### config.mk
export PLATFORM = sky130hd
export DESIGN_NAME = uart_tx
export DESIGN_NICKNAME = d
export VERILOG_FILES = /design/src/rtl/uart_pkg.sv /design/src/rtl/uart_tx_fifo.sv /design/src/rtl/uart_tx.sv
export SDC_FILE = /design/constraint.sdc
export NUM_CORES = 1
export LEC_CHECK = 0
export ABC_AREA = 0
export CAP_MARGIN = 25
export CORE_UTILIZATION = 50
export CTS_CLUSTER_SIZE = 12
export DETAILED_ROUTE_END_ITERATION = 7
export GPL_ROUTABILITY_DRIVEN = 0
export PLACE_DENSITY = 0.71
export RECOVER_POWER = 50
export SYNTH_ARGS = -nofsm -noshare
export SYNTH_HDL_FRONTEND = slang
export SYNTH_HIERARCHICAL = 1
export SYNTH_SLANG_ARGS = --single-unit
### constraint.sdc
create_clock -name Clk -period 2.7 [get_ports Clk]
set_input_delay 0.405 -clock Clk [delete_from_list [all_inputs] [get_ports Clk]]
set_output_delay 0.405 -clock Clk [all_outputs]
set_load 0.02 [all_outputs]
### src/rtl/uart_pkg.sv
// rtl/uart_pkg.sv - shared UART types and constants for the transmit and receive sides
package uart_pkg;

  // 50 MHz system clock divided down to 9600 baud
  localparam int CLKS_PER_BIT_DEFAULT = 5208;

  // Character width on the serial line
  localparam int DATA_BITS = 8;

  // Transmit frame sequencing; PARITY is only visited when parity is built in
  typedef enum logic [2:0] {
    IDLE   = 3'd0,
    START  = 3'd1,
    DATA   = 3'd2,
    PARITY = 3'd3,
    STOP   = 3'd4
  } tx_state_t;

  // Even parity bit: XOR of all data bits
  function automatic logic even_parity(input logic [DATA_BITS-1:0] b);
    return ^b;
  endfunction

endpackage

### src/rtl/uart_tx_fifo.sv
// rtl/uart_tx_fifo.sv - synchronous first-word-fall-through byte FIFO for the UART transmitter
module uart_tx_fifo #(
  parameter int DEPTH = 4,
  parameter int WIDTH = 8
) (
  input  logic                     clk,
  input  logic                     rst,
  input  logic                     push,
  input  logic                     pop,
  input  logic [WIDTH-1:0]         din,
  output logic [WIDTH-1:0]         dout,
  output logic [$clog2(DEPTH):0]   count,
  output logic                     full,
  output logic                     empty
);

  localparam int PW = $clog2(DEPTH);
  localparam int CW = PW + 1;

  logic [WIDTH-1:0] mem_q [DEPTH];
  logic [WIDTH-1:0] mem_d [DEPTH];
  logic [PW-1:0]    wr_ptr_q, wr_ptr_d;
  logic [PW-1:0]    rd_ptr_q, rd_ptr_d;
  logic [CW-1:0]    count_q, count_d;
  logic             push_ok;
  logic             pop_ok;

  // Full/empty come from the occupancy count, so pointers can simply wrap
  assign full    = (count_q == CW'(DEPTH));
  assign empty   = (count_q == '0);
  assign push_ok = push && !full;
  assign pop_ok  = pop && !empty;
  assign dout    = mem_q[rd_ptr_q];
  assign count   = count_q;

  // Next storage, pointer and occupancy values for this cycle's push/pop
  always_comb begin
    mem_d    = mem_q;
    wr_ptr_d = wr_ptr_q;
    rd_ptr_d = rd_ptr_q;
    count_d  = count_q;
    if (push_ok) begin
      mem_d[wr_ptr_q] = din;
      wr_ptr_d        = wr_ptr_q + PW'(1);
    end
    if (pop_ok) begin
      rd_ptr_d = rd_ptr_q + PW'(1);
    end
    case ({push_ok, pop_ok})
      2'b10:   count_d = count_q + CW'(1);
      2'b01:   count_d = count_q - CW'(1);
      default: count_d = count_q;
    endcase
  end

  // Pointer and occupancy registers; reset discards buffered bytes
  always_ff @(posedge clk) begin
    if (rst) begin
      wr_ptr_q <= '0;
      rd_ptr_q <= '0;
      count_q  <= '0;
    end else begin
      wr_ptr_q <= wr_ptr_d;
      rd_ptr_q <= rd_ptr_d;
      count_q  <= count_d;
    end
  end

  // Byte storage; contents are don't-care until written
  always_ff @(posedge clk) begin
    mem_q <= mem_d;
  end

endmodule

### src/rtl/uart_tx.sv
// rtl/uart_tx.sv - buffered 8N1 UART transmitter; UART_TX_PARITY_EN adds an even parity bit
module uart_tx
  import uart_pkg::*;
#(
  parameter int CLKS_PER_BIT = CLKS_PER_BIT_DEFAULT,
  parameter int FIFO_DEPTH   = 4
) (
  input  logic                          Clk,
  input  logic                          Rst,
  input  logic [7:0]                    Data,
  input  logic                          Valid,
  output logic                          Ready,
  output logic                          Tx,
  output logic                          Busy,
  output logic [$clog2(FIFO_DEPTH):0]   FifoCount
);

  localparam int BW = (CLKS_PER_BIT > 1) ? $clog2(CLKS_PER_BIT) : 1;
  localparam int IW = $clog2(DATA_BITS);
  localparam logic [BW-1:0] BAUD_LAST = BW'(CLKS_PER_BIT - 1);
  localparam logic [IW-1:0] BIT_LAST  = IW'(DATA_BITS - 1);

  tx_state_t              state_q, state_d;
  logic [BW-1:0]          baud_q, baud_d;
  logic [IW-1:0]          bit_idx_q, bit_idx_d;
  logic [DATA_BITS-1:0]   shift_q, shift_d;
  logic                   tx_q, tx_d;
`ifdef UART_TX_PARITY_EN
  logic                   parity_q, parity_d;
`endif

  logic                   fifo_push;
  logic                   fifo_pop;
  logic [7:0]             fifo_dout;
  logic [$clog2(FIFO_DEPTH):0] fifo_count;
  logic                   fifo_full;
  logic                   fifo_empty;
  logic                   bit_end;

  assign Ready     = !fifo_full;
  assign fifo_push = Valid && Ready;
  assign bit_end   = (baud_q == BAUD_LAST);
  assign Tx        = tx_q;
  assign FifoCount = fifo_count;
  assign Busy      = (state_q != IDLE) || (fifo_count != '0);

  uart_tx_fifo #(
    .DEPTH (FIFO_DEPTH),
    .WIDTH (8)
  ) u_fifo (
    .clk   (Clk),
    .rst   (Rst),
    .push  (fifo_push),
    .pop   (fifo_pop),
    .din   (Data),
    .dout  (fifo_dout),
    .count (fifo_count),
    .full  (fifo_full),
    .empty (fifo_empty)
  );

  // State and datapath registers; reset abandons any frame and idles the line high
  always_ff @(posedge Clk) begin
    if (Rst) begin
      state_q   <= IDLE;
      baud_q    <= '0;
      bit_idx_q <= '0;
      shift_q   <= '0;
      tx_q      <= 1'b1;
`ifdef UART_TX_PARITY_EN
      parity_q  <= 1'b0;
`endif
    end else begin
      state_q   <= state_d;
      baud_q    <= baud_d;
      bit_idx_q <= bit_idx_d;
      shift_q   <= shift_d;
      tx_q      <= tx_d;
`ifdef UART_TX_PARITY_EN
      parity_q  <= parity_d;
`endif
    end
  end

  // Next state, baud timing, bit sequencing and FIFO pop; a new byte is loaded
  // straight from IDLE or at the end of STOP so frames run back-to-back
  always_comb begin
    state_d   = state_q;
    baud_d    = baud_q;
    bit_idx_d = bit_idx_q;
    shift_d   = shift_q;
    fifo_pop  = 1'b0;
`ifdef UART_TX_PARITY_EN
    parity_d  = parity_q;
`endif
    if (state_q != IDLE) begin
      baud_d = bit_end ? '0 : baud_q + BW'(1);
    end
    case (state_q)
      IDLE: begin
        if (!fifo_empty) begin
          fifo_pop = 1'b1;
          shift_d  = fifo_dout;
          baud_d   = '0;
          state_d  = START;
`ifdef UART_TX_PARITY_EN
          parity_d = even_parity(fifo_dout);
`endif
        end
      end
      START: begin
        if (bit_end) begin
          bit_idx_d = '0;
          state_d   = DATA;
        end
      end
      DATA: begin
        if (bit_end) begin
          shift_d   = shift_q >> 1;
          bit_idx_d = bit_idx_q + IW'(1);
          if (bit_idx_q == BIT_LAST) begin
`ifdef UART_TX_PARITY_EN
            state_d = PARITY;
`else
            state_d = STOP;
`endif
          end
        end
      end
`ifdef UART_TX_PARITY_EN
      PARITY: begin
        if (bit_end) begin
          state_d = STOP;
        end
      end
`endif
      STOP: begin
        if (bit_end) begin
          if (!fifo_empty) begin
            fifo_pop = 1'b1;
            shift_d  = fifo_dout;
            state_d  = START;
`ifdef UART_TX_PARITY_EN
            parity_d = even_parity(fifo_dout);
`endif
          end else begin
            state_d = IDLE;
          end
        end
      end
      default: begin
        state_d = IDLE;
      end
    endcase
  end

  // Line level for the coming cycle, registered so Tx is glitch-free
  always_comb begin
    tx_d = 1'b1;
    case (state_d)
      START:   tx_d = 1'b0;
      DATA:    tx_d = shift_d[0];
`ifdef UART_TX_PARITY_EN
      PARITY:  tx_d = parity_d;
`endif
      default: tx_d = 1'b1;
    endcase
  end

endmodule

==> impl_metrics.env, run 1 <==
export IMPL_run_status="finished, final reports clean"
export IMPL_fin_crit_sh_pct=99.3
export IMPL_timing_final_max_slew_violations=0
export IMPL_layout_drive_gt1_share_pct=19.1
export IMPL_netlist_instances=258
export IMPL_finalHoldViolCount=0
export IMPL_timing_critical_path_depth=11
export IMPL_path_class="reg -> reg"
export IMPL_whs_ps=462
export IMPL_grt_pass1_vias=1978
export IMPL_timing_critical_path_required_ps=2980
export IMPL_cp_endpoint="u_fifo/count[2]"
export IMPL_slew_headroom_pct=60.9
export IMPL_clk_pin_slew_ps=70
export IMPL_worst_clock_skew_ps=8.15
export IMPL_powerDensity_nw_per_um2=841
export IMPL_number_of_vias_after_detailed_routing=2027
export IMPL_worstPathMaxFanout=2
export IMPL_hold_path_cell_count=2
export IMPL_io_buffers=16
export IMPL_timing_setup_tns_ps=0
export IMPL_io_pin_count=17
export IMPL_total_leakage_power_nw=1.20
export IMPL_viasPerCell=5.48
export IMPL_finish_cell_count_without_fillers=370
export IMPL_postLayoutCoreUtil_pct=62.5
export IMPL_cts_buffer_depth=2
export IMPL_cpMostUsedCell="sky130_fd_sc_hd__inv_1"
export IMPL_final_seq_area_um2=1660
export IMPL_worstReg2RegEnd="u_fifo/count[2]"
export IMPL_end_kind="register"
export IMPL_power_mw=2.97
export IMPL_rsz_0062_raised_after_global_routing="true"
export IMPL_synth_top_flop_cell="sky130_fd_sc_hd__dfxtp_1"
export IMPL_htree_levels=3
export IMPL_critical_path_n_buffers_inverters=2
export IMPL_critical_path_top_delay_family="simple AND/OR/NAND/NOR gates"
export IMPL_most_common_layout_cells="35 x sky130_fd_sc_hd__dfxtp_1, 32 x sky130_fd_sc_hd__edfxtp_1, 24 x sky130_fd_sc_hd__nor2_1"
export IMPL_fp_dieW_um=79.5
export IMPL_dp_hpwl_mm=3.85
export IMPL_effective_utilization_at_floorplan_pct=53.2
export IMPL_drt_pass1_iter_count=4
export IMPL_cts_num_sinks=67
export IMPL_crit_chain="or4b_4, o31ai_4, and3_4, o31ai_2, inv_1, ha_2, inv_1, fa_2, xor2_1, or3_1, a21oi_2"
export IMPL_netlist_area_um2=3000
export IMPL_drtIter0Drc=99
export IMPL_synth_cell_types=56
export IMPL_numCtsBuffers=9
export IMPL_flow_area_growth_from_synthesis_pct=17.6
export IMPL_regToRegSetupSlack_ps=20
export IMPL_achievable_frequency_mhz=373
export IMPL_antenna_left=0
export IMPL_ys_warnings=6
export IMPL_setup_violations=0
export IMPL_critPathArrivalTime_ps=2960
export IMPL_detail_route_wirelength_mm=5.44
export IMPL_fp_dieH_um=79.5
export IMPL_grt_overflow_total=0
export IMPL_multi_input_comb_area_um2=1260
export IMPL_nNetsFinal=313
export IMPL_synthArstFlopShare_pct=0
export IMPL_clock_root_buffer="sky130_fd_sc_hd__clkbuf_8"
export IMPL_fp_coreArea_um2=5640
export IMPL_post_synth_cell_area_avg_um2=11.6
export IMPL_slew_of_the_pin_with_the_lowest_slew_margin_ps=586
export IMPL_crit_slowest_cell="sky130_fd_sc_hd__or4b_4"
export IMPL_layout_filler_cells=442
export IMPL_period_minus_slack_ps=2680
export IMPL_number_of_enable_type_register_cells_in_the_synthesized_netlist=32
export IMPL_dp_cells=353
export IMPL_rr_startpoint="baud_q[11]"
export IMPL_worst_path_largest_cell_delay_ps=550
export IMPL_grt_antenna_before_repair=0
export IMPL_max_cap_violations=0
export IMPL_yosys_register_bits=67
export IMPL_drt_drc_violations_left=0
export IMPL_synth_net_count=278
export IMPL_grt_max_degree=21
export IMPL_startpoint="baud_q[11]"
export IMPL_mostFrequentLayoutCell="sky130_fd_sc_hd__dfxtp_1"
export IMPL_wl_per_cell_um=14.7
export IMPL_worst_case_vdd_ir_drop_mv=0.454
export IMPL_synth_yosys_seq_area_share_pct=55.4
export IMPL_kind_of_start_point_of_the_critical_path="register"
export IMPL_antenna_cells=0
export IMPL_track_usage_pct=20.3
export IMPL_clock_insertion_delay_at_the_later_pin_of_the_skew_report_ps=340
export IMPL_hp_class="reg -> reg"
export IMPL_num_rows=27
export IMPL_cts_tree="done"
export IMPL_floorplan_die_area_um2=6310
export IMPL_reg2regPathDepth=11
export IMPL_grt_first_pass_wirelength_mm=9.49
stage by stage:
step / setup slack [ps] / instance area (µm²)
detailed placement: -12.1 / 3350
finish: 17.9 / 3530
global placement: 101 / 3350
floorplan: -6.89 / 3030
global route: -82.2 / 3530
CTS: 8.12 / 3530
how the worst min path moves through the flow:
stage,from,to,slack [ps]
2_1_floorplan,shift_q[2],shift_q[2],440
3_3_place_gp,shift_q[4],shift_q[4],450
3_5_place_dp,shift_q[1],shift_q[1],450
4_1_cts,shift_q[1],shift_q[1],460
5_1_grt,shift_q[6],shift_q[6],490
6_report,shift_q[1],shift_q[1],460
state kept, by name, indices dropped and copies added (netlist names):
| register | flops |
|---|---|
| u_fifo/mem_q | 32 |
| state_q | 3 |
| bit_idx_q | 3 |
| u_fifo/rd_ptr_q | 2 |
| u_fifo/count | 3 |
| Tx | 1 |
| u_fifo/wr_ptr_q | 2 |
| baud_q | 13 |
| shift_q | 8 |
metal layers:
layer | wire, µm | vias up | global-route usage, %
li1 | - | 1013 | -
met5 | 0 | - | 0
met2 | 2540 | 30 | 30.9
met1 | 2640 | 976 | 27.3
met3 | 168 | 8 | 6.17
met4 | 82 | 0 | 7.64
power breakdown:
group | switching [mW] | internal (mW)
Clock | 0.385 | 0.332
Combinational | 0.487 | 0.445
Sequential | 0.0994 | 1.22
cells in the mapped netlist (7+ instances only):
cell,instances,area (µm²)
sky130_fd_sc_hd__nand2_1,19,71.3
sky130_fd_sc_hd__nor3_1,7,35.0
sky130_fd_sc_hd__a22oi_1,8,60.1
sky130_fd_sc_hd__nor2_1,24,90.1
sky130_fd_sc_hd__inv_1,13,48.8
sky130_fd_sc_hd__dfxtp_1,35,701
sky130_fd_sc_hd__ha_1,8,100
sky130_fd_sc_hd__mux4_2,8,180
sky130_fd_sc_hd__a21oi_1,16,80.1
sky130_fd_sc_hd__xnor2_1,8,70.1
sky130_fd_sc_hd__edfxtp_1,32,961
final cells by class:
class                   instances  area share (%)
multi-input cells             167            35.6
repair buffers                 35            8.48
well taps                      72            2.55
flip-flops and latches         67            47.1
inverters                      13            1.38
clock inverters                 6            1.24
clock buffers                  10            3.62
kinds of logic after synthesis:
kind of cell | Yosys count | share of synthesized area [%]
multiplexers | 10 | 6.72
AND/OR/NAND/NOR | 90 | 16.5
flip-flops | 67 | 55.4
adder cells (fa/ha/maj) | 9 | 4.01
AO/OA/AOI/OAI | 45 | 10.0
buffers and inverters | 24 | 3.59
XOR/XNOR | 13 | 3.80
tightest hold or removal path: cells and delay by family, from the launching register on:
kind            cells  cell delay, ps
simple gates        1              50
flops               1             310
compound gates      1              60
repair_timing:
item	4_1_cts	5_1_grt
pin swaps	1	1
buffers inserted	1	0
setup endpoints to repair	1	1
gates resized for setup	1	1
hold buffers	0	0
(Power assumes the default switching activity.)
==> run 2: changes to the inputs <==
- CORE_MARGIN: unset -> 2
==> run 2 against run 1 <==
Effect of this change: worst setup slack got worse by 7.0 ps; register-to-register slack barely moved; combinational power fell by 4.4%; clock power rose by 28%; routed wire length rose by 1.1%; utilization fell by 1.3 points; total power rose by 6.0%; fmax fell by 0.26%; flip-flop and latch count did not move; critical endpoint unchanged.
==> impl_metrics.env, run 2 (synthesis gave the netlist of run 1 again) <==
export IMPL_grt_first_pass_wirelength_mm=9.39
export IMPL_critPathArrivalTime_ps=2960
export IMPL_largest_reg_flops=32
export IMPL_path_class="reg -> reg"
export IMPL_slew_of_the_pin_with_the_lowest_slew_margin_ps=597
export IMPL_fin_crit_sh_pct=99.6
export IMPL_finish_cell_count_without_fillers=371
export IMPL_layout_drive_gt1_share_pct=18.6
export IMPL_final_area_um2=3580
export IMPL_detailedPlace_worstSlack_ps=30.9
export IMPL_p_sw_share_pct=31.1
export IMPL_clock_root_buffer="sky130_fd_sc_hd__clkbuf_8"
export IMPL_worst_slack_ps=10.9
export IMPL_run_status="finished, final reports clean"
export IMPL_wl_per_cell_um=14.8
export IMPL_num_rows=28
export IMPL_top_register="u_fifo/mem_q"
export IMPL_number_of_vias_after_detailed_routing=2047
export IMPL_net_switching_power_mw=0.979
export IMPL_powerDensity_nw_per_um2=878
export IMPL_cts_post_setup_buffers_inserted=0
export IMPL_fp_coreArea_um2=5850
export IMPL_power_mw=3.15
export IMPL_detail_route_wirelength_mm=5.50
export IMPL_setup_violations=0
export IMPL_timing_setup_tns_ps=0
export IMPL_hold_buffers=0
export IMPL_groute_layer_met2_usage_pct=30.4
export IMPL_postLayoutCoreUtil_pct=61.2
export IMPL_kind_of_start_point_of_the_critical_path="register"
export IMPL_grt_max_degree=21
export IMPL_dp_hpwl_mm=3.89
export IMPL_timing_critical_path_required_ps=2970
export IMPL_grt_pass1_vias=1965
export IMPL_clock_insertion_delay_at_the_later_pin_of_the_skew_report_ps=340
export IMPL_antenna_cells=0
export IMPL_timing_final_max_slew_violations=0
export IMPL_flow_area_growth_from_synthesis_pct=19.4
export IMPL_postPlaceCellArea_um2=3350
export IMPL_fp_dieH_um=81.5
export IMPL_fp_dieW_um=81.5
export IMPL_rsz_0062_raised_after_global_routing="true"
export IMPL_clk_pin_slew_ps=70
export IMPL_total_leakage_power_nw=1.22
export IMPL_global_route_usage_met1_pct=24.6
export IMPL_cts_buffer_depth=2
export IMPL_whs_ps=460
export IMPL_finalHoldViolCount=0
export IMPL_cpMostUsedCell="sky130_fd_sc_hd__inv_1"
export IMPL_slew_headroom_pct=60.0
export IMPL_mostFrequentLayoutCell="sky130_fd_sc_hd__dfxtp_1"
export IMPL_clockPowerShare_pct=29.3
export IMPL_layout_filler_cells=458
export IMPL_viasPerCell=5.52
export IMPL_drtIter0Drc=141
export IMPL_critical_path_n_buffers_inverters=2
export IMPL_io_buffers=16
export IMPL_grt_overflow_total=0
export IMPL_max_cap_violations=0
export IMPL_nNetsFinal=311
export IMPL_effective_utilization_at_floorplan_pct=51.3
export IMPL_share_seq_of_total_power_pct=42.4
export IMPL_dp_cells=355
export IMPL_critical_path_top_delay_family="simple AND/OR/NAND/NOR gates"
export IMPL_floorplan_die_area_um2=6630
export IMPL_achievable_frequency_mhz=372
export IMPL_io_pin_count=17
export IMPL_grt_busiest_layer="met2"
export IMPL_worst_clock_skew_ps=5.25
export IMPL_drt_pass1_iter_count=4
export IMPL_numCtsBuffers=9
export IMPL_cts_num_sinks=67
export IMPL_worst_case_vdd_ir_drop_mv=0.508
export IMPL_htree_levels=3
export IMPL_worst_path_largest_cell_delay_ps=580
export IMPL_met3_track_utilization_from_global_routing_pct=4.29
export IMPL_grt_antenna_before_repair=0
export IMPL_drt_drc_violations_left=0
export IMPL_period_minus_slack_ps=2690
export IMPL_p_int_mw=2.17
export IMPL_cts_tree="done"
export IMPL_antenna_left=0
export IMPL_crit_chain="or4b_4, o31ai_4, and3_4, o31ai_2, inv_1, ha_2, inv_1, fa_2, xor2_1, or3_1, a21oi_1"
export IMPL_track_usage_pct=19.1
export IMPL_biggestRegsByFlops="u_fifo/mem_q: 32 flops, baud_q: 13 flops, shift_q: 8 flops"
export IMPL_worstPathMaxFanout=4
export IMPL_hp_class="reg -> reg"
export IMPL_most_common_layout_cells="35 x sky130_fd_sc_hd__dfxtp_1, 32 x sky130_fd_sc_hd__edfxtp_1, 24 x sky130_fd_sc_hd__nor2_1"
export IMPL_crit_slowest_cell="sky130_fd_sc_hd__or4b_4"
export IMPL_power_frac_comb_pct=28.3
export IMPL_end_kind="register"
-- run 2: repair_timing --
action / in CTS / in global routing
gates resized for setup: 1 / 1
pin swaps: 0 / 3
gates cloned: 0 / 0
setup endpoints to repair: 1 / 1
-- run 2: routing by layer --
layer / vias to the layer above / share of wire [%]
met4: 0 / 1.6
met1: 990 / 47
li1: 1010 / -
met2: 37 / 49
met3: 10 / 3.1
met5: - / 0
-- run 2: worst paths after layout --
check / start / to / slack, ps / cells after the start
max: baud_q[3] / u_fifo/count[2] / 10 / 11
min: shift_q[1] / shift_q[1] / 460 / 2
max reg2reg: baud_q[3] / u_fifo/count[2] / 10 / 11
min reg2reg: shift_q[1] / shift_q[1] / 460 / 2
-- run 2: power groups by stage --
stage / logic, mW / registers (mW) / clock network (mW)
2_1_floorplan: 0.634 / 1.34 / 0
3_3_place_gp: 0.870 / 1.35 / 0
3_5_place_dp: 0.890 / 1.36 / 0
4_1_cts: 0.908 / 1.33 / 0.937
5_1_grt: 0.995 / 1.36 / 0.981
6_report: 0.890 / 1.33 / 0.921
-- run 2: area by class of cell --
type / instances / area, µm² / share of cell area [%]
clock inverters: 7 / 98.8 / 2.76
inverters: 13 / 48.8 / 1.36
multi-input cells: 167 / 1270 / 35.6
clock buffers: 9 / 124 / 3.46
repair buffers: 33 / 280 / 7.82
flip-flops and latches: 67 / 1660 / 46.4
well taps: 75 / 93.8 / 2.62
-- run 2: tightest hold or removal path, delay by kind of cell, from the launching register on --
kind	cells	cell delay, ps
flops	1	310
compound gates	1	50
simple gates	1	50
==> run 3: changes to the inputs <==
- CORE_MARGIN: 2 -> 4
- CTS_CLUSTER_SIZE: 12 -> 16
==> run 3 against run 2 <==
Effect of this change: highest routed layer unchanged; total power fell by 3.1%; largest power group unchanged; via count fell by 3.1%; sequential power barely moved; critical endpoint unchanged.
==> impl_metrics.env, run 3 (synthesis gave the netlist of run 1 again) <==
export IMPL_run_status="finished, final reports clean"
export IMPL_slew_of_the_pin_with_the_lowest_slew_margin_ps=630
export IMPL_postPlaceCellArea_um2=3330
export IMPL_nNetsFinal=310
export IMPL_final_area_um2=3550
export IMPL_worstPathMaxFanout=6
export IMPL_total_leakage_power_nw=1.21
export IMPL_fp_coreArea_um2=5680
export IMPL_layout_filler_cells=458
export IMPL_wl_per_cell_um=14.9
export IMPL_number_of_vias_after_detailed_routing=1983
export IMPL_top_register="u_fifo/mem_q"
export IMPL_clk_pin_slew_ps=80
export IMPL_grt_overflow_total=0
export IMPL_fp_dieH_um=85.5
export IMPL_hp_class="reg -> reg"
export IMPL_setup_violations=0
export IMPL_worst_case_vdd_ir_drop_mv=0.553
export IMPL_finish_cell_count_without_fillers=367
export IMPL_fp_dieW_um=85.5
export IMPL_slew_headroom_pct=58.0
export IMPL_grt_first_pass_wirelength_mm=9.65
export IMPL_io_pin_count=17
export IMPL_max_cap_violations=0
export IMPL_cpMostUsedCell="sky130_fd_sc_hd__inv_1"
export IMPL_antenna_left=0
export IMPL_timing_setup_tns_ps=0
export IMPL_cts_buffer_depth=2
export IMPL_effective_utilization_at_floorplan_pct=52.8
export IMPL_layout_drive_gt1_share_pct=19.0
export IMPL_drtIter0Drc=103
export IMPL_cts_post_setup_buffers_inserted=0
export IMPL_drt_pass1_iter_count=4
export IMPL_powerDensity_nw_per_um2=857
export IMPL_path_class="reg -> reg"
export IMPL_drt_drc_violations_left=0
export IMPL_largest_reg_flops=32
export IMPL_grt_pass1_vias=2006
export IMPL_dp_hpwl_mm=3.83
export IMPL_worst_path_largest_cell_delay_ps=530
export IMPL_cts_num_sinks=67
export IMPL_num_rows=27
export IMPL_track_usage_pct=16.8
export IMPL_grt_max_degree=20
export IMPL_finalHoldViolCount=0
export IMPL_worst_clock_skew_ps=7.08
export IMPL_kind_of_start_point_of_the_critical_path="register"
export IMPL_hold_buffers=0
export IMPL_postLayoutCoreUtil_pct=62.6
export IMPL_antenna_cells=0
export IMPL_timing_critical_path_required_ps=2970
export IMPL_crit_chain="or4b_4, o31ai_4, and3_4, o31ai_2, inv_1, ha_2, inv_1, fa_2, xor2_1, or3_1, a21oi_1"
export IMPL_crit_slowest_cell="sky130_fd_sc_hd__or4b_4"
export IMPL_fin_crit_sh_pct=99.9
export IMPL_critPathArrivalTime_ps=2970
export IMPL_timing_final_max_slew_violations=0
export IMPL_period_minus_slack_ps=2700
export IMPL_rsz_0062_raised_after_global_routing="true"
export IMPL_clock_insertion_delay_at_the_later_pin_of_the_skew_report_ps=340
export IMPL_htree_levels=3
export IMPL_grt_antenna_before_repair=0
export IMPL_end_kind="register"
export IMPL_mostFrequentLayoutCell="sky130_fd_sc_hd__dfxtp_1"
export IMPL_io_buffers=16
export IMPL_achievable_frequency_mhz=371
export IMPL_cts_tree="done"
export IMPL_power_mw=3.05
export IMPL_clock_root_buffer="sky130_fd_sc_hd__clkbuf_8"
export IMPL_viasPerCell=5.40
export IMPL_dp_cells=351
export IMPL_floorplan_die_area_um2=7300
export IMPL_flow_area_growth_from_synthesis_pct=18.5
export IMPL_numCtsBuffers=9
export IMPL_biggestRegsByFlops="u_fifo/mem_q: 32 flops, baud_q: 13 flops, shift_q: 8 flops"
export IMPL_detail_route_wirelength_mm=5.48
export IMPL_most_common_layout_cells="34 x sky130_fd_sc_hd__dfxtp_1, 32 x sky130_fd_sc_hd__edfxtp_1, 24 x sky130_fd_sc_hd__nor2_1"
## run 3: report_power, final
group	internal (mW)	switching (mW)	total [mW]
clock	0.432	0.394	0.826
combinational	0.423	0.463	0.886
sequential	1.22	0.114	1.33
total	2.08	0.972	3.05
## run 3: critical path, delay by kind of cell, from the launching register on
kind | cells | cell delay (ps)
AND/OR/NAND/NOR | 3 | 1070
AO/OA/AOI/OAI | 3 | 420
XOR/XNOR | 1 | 150
adder cells (fa/ha/maj) | 2 | 510
buffers and inverters | 2 | 130
flip-flops | 1 | 350
## run 3: routing by layer
| layer | up-vias | track usage (%) | share of wire (%) |
|---|---|---|---|
| met1 | 945 | 21.4 | 47 |
| met4 | 0 | 8.20 | 1.0 |
| met3 | 4 | 3.98 | 2.9 |
| met5 | - | 0 | 0 |
| met2 | 24 | 26.7 | 49 |
| li1 | 1010 | - | - |
## run 3: timing repair
action / 4_1_cts / 5_1_grt
setup endpoints to repair: 1 / 2
gates cloned: 0 / 0
pin swaps: 1 / 0
gates resized for setup: 2 / 1
## run 3: worst paths after layout
kind,startpoint,to,slack (ps),depth (start not counted)
min,shift_q[1],shift_q[1],460,2
max,baud_q[9],u_fifo/count[2],3,11
min reg2reg,shift_q[1],shift_q[1],460,2
max reg2reg,baud_q[9],u_fifo/count[2],3,11
## run 3: metrics by stage
step | worst slack [ps] | hold slack [ps]
after global routing | -75.0 | 486
final | 2.96 | 459
after detailed placement | 12.3 | 451
after CTS | 12.6 | 460
after global placement | 78.6 | 445
after floorplan | -6.89 | 436
## run 3: cell type report
class | instances | area [µm²] | area share (%)
Timing Repair Buffer | 32 | 277 | 7.78
Sequential cell | 67 | 1660 | 46.8
Tap cell | 72 | 90.1 | 2.54
Multi-Input combinational cell | 167 | 1270 | 35.9
Inverter | 13 | 48.8 | 1.37
Clock buffer | 9 | 124 | 3.49
Clock inverter | 7 | 76.3 | 2.15
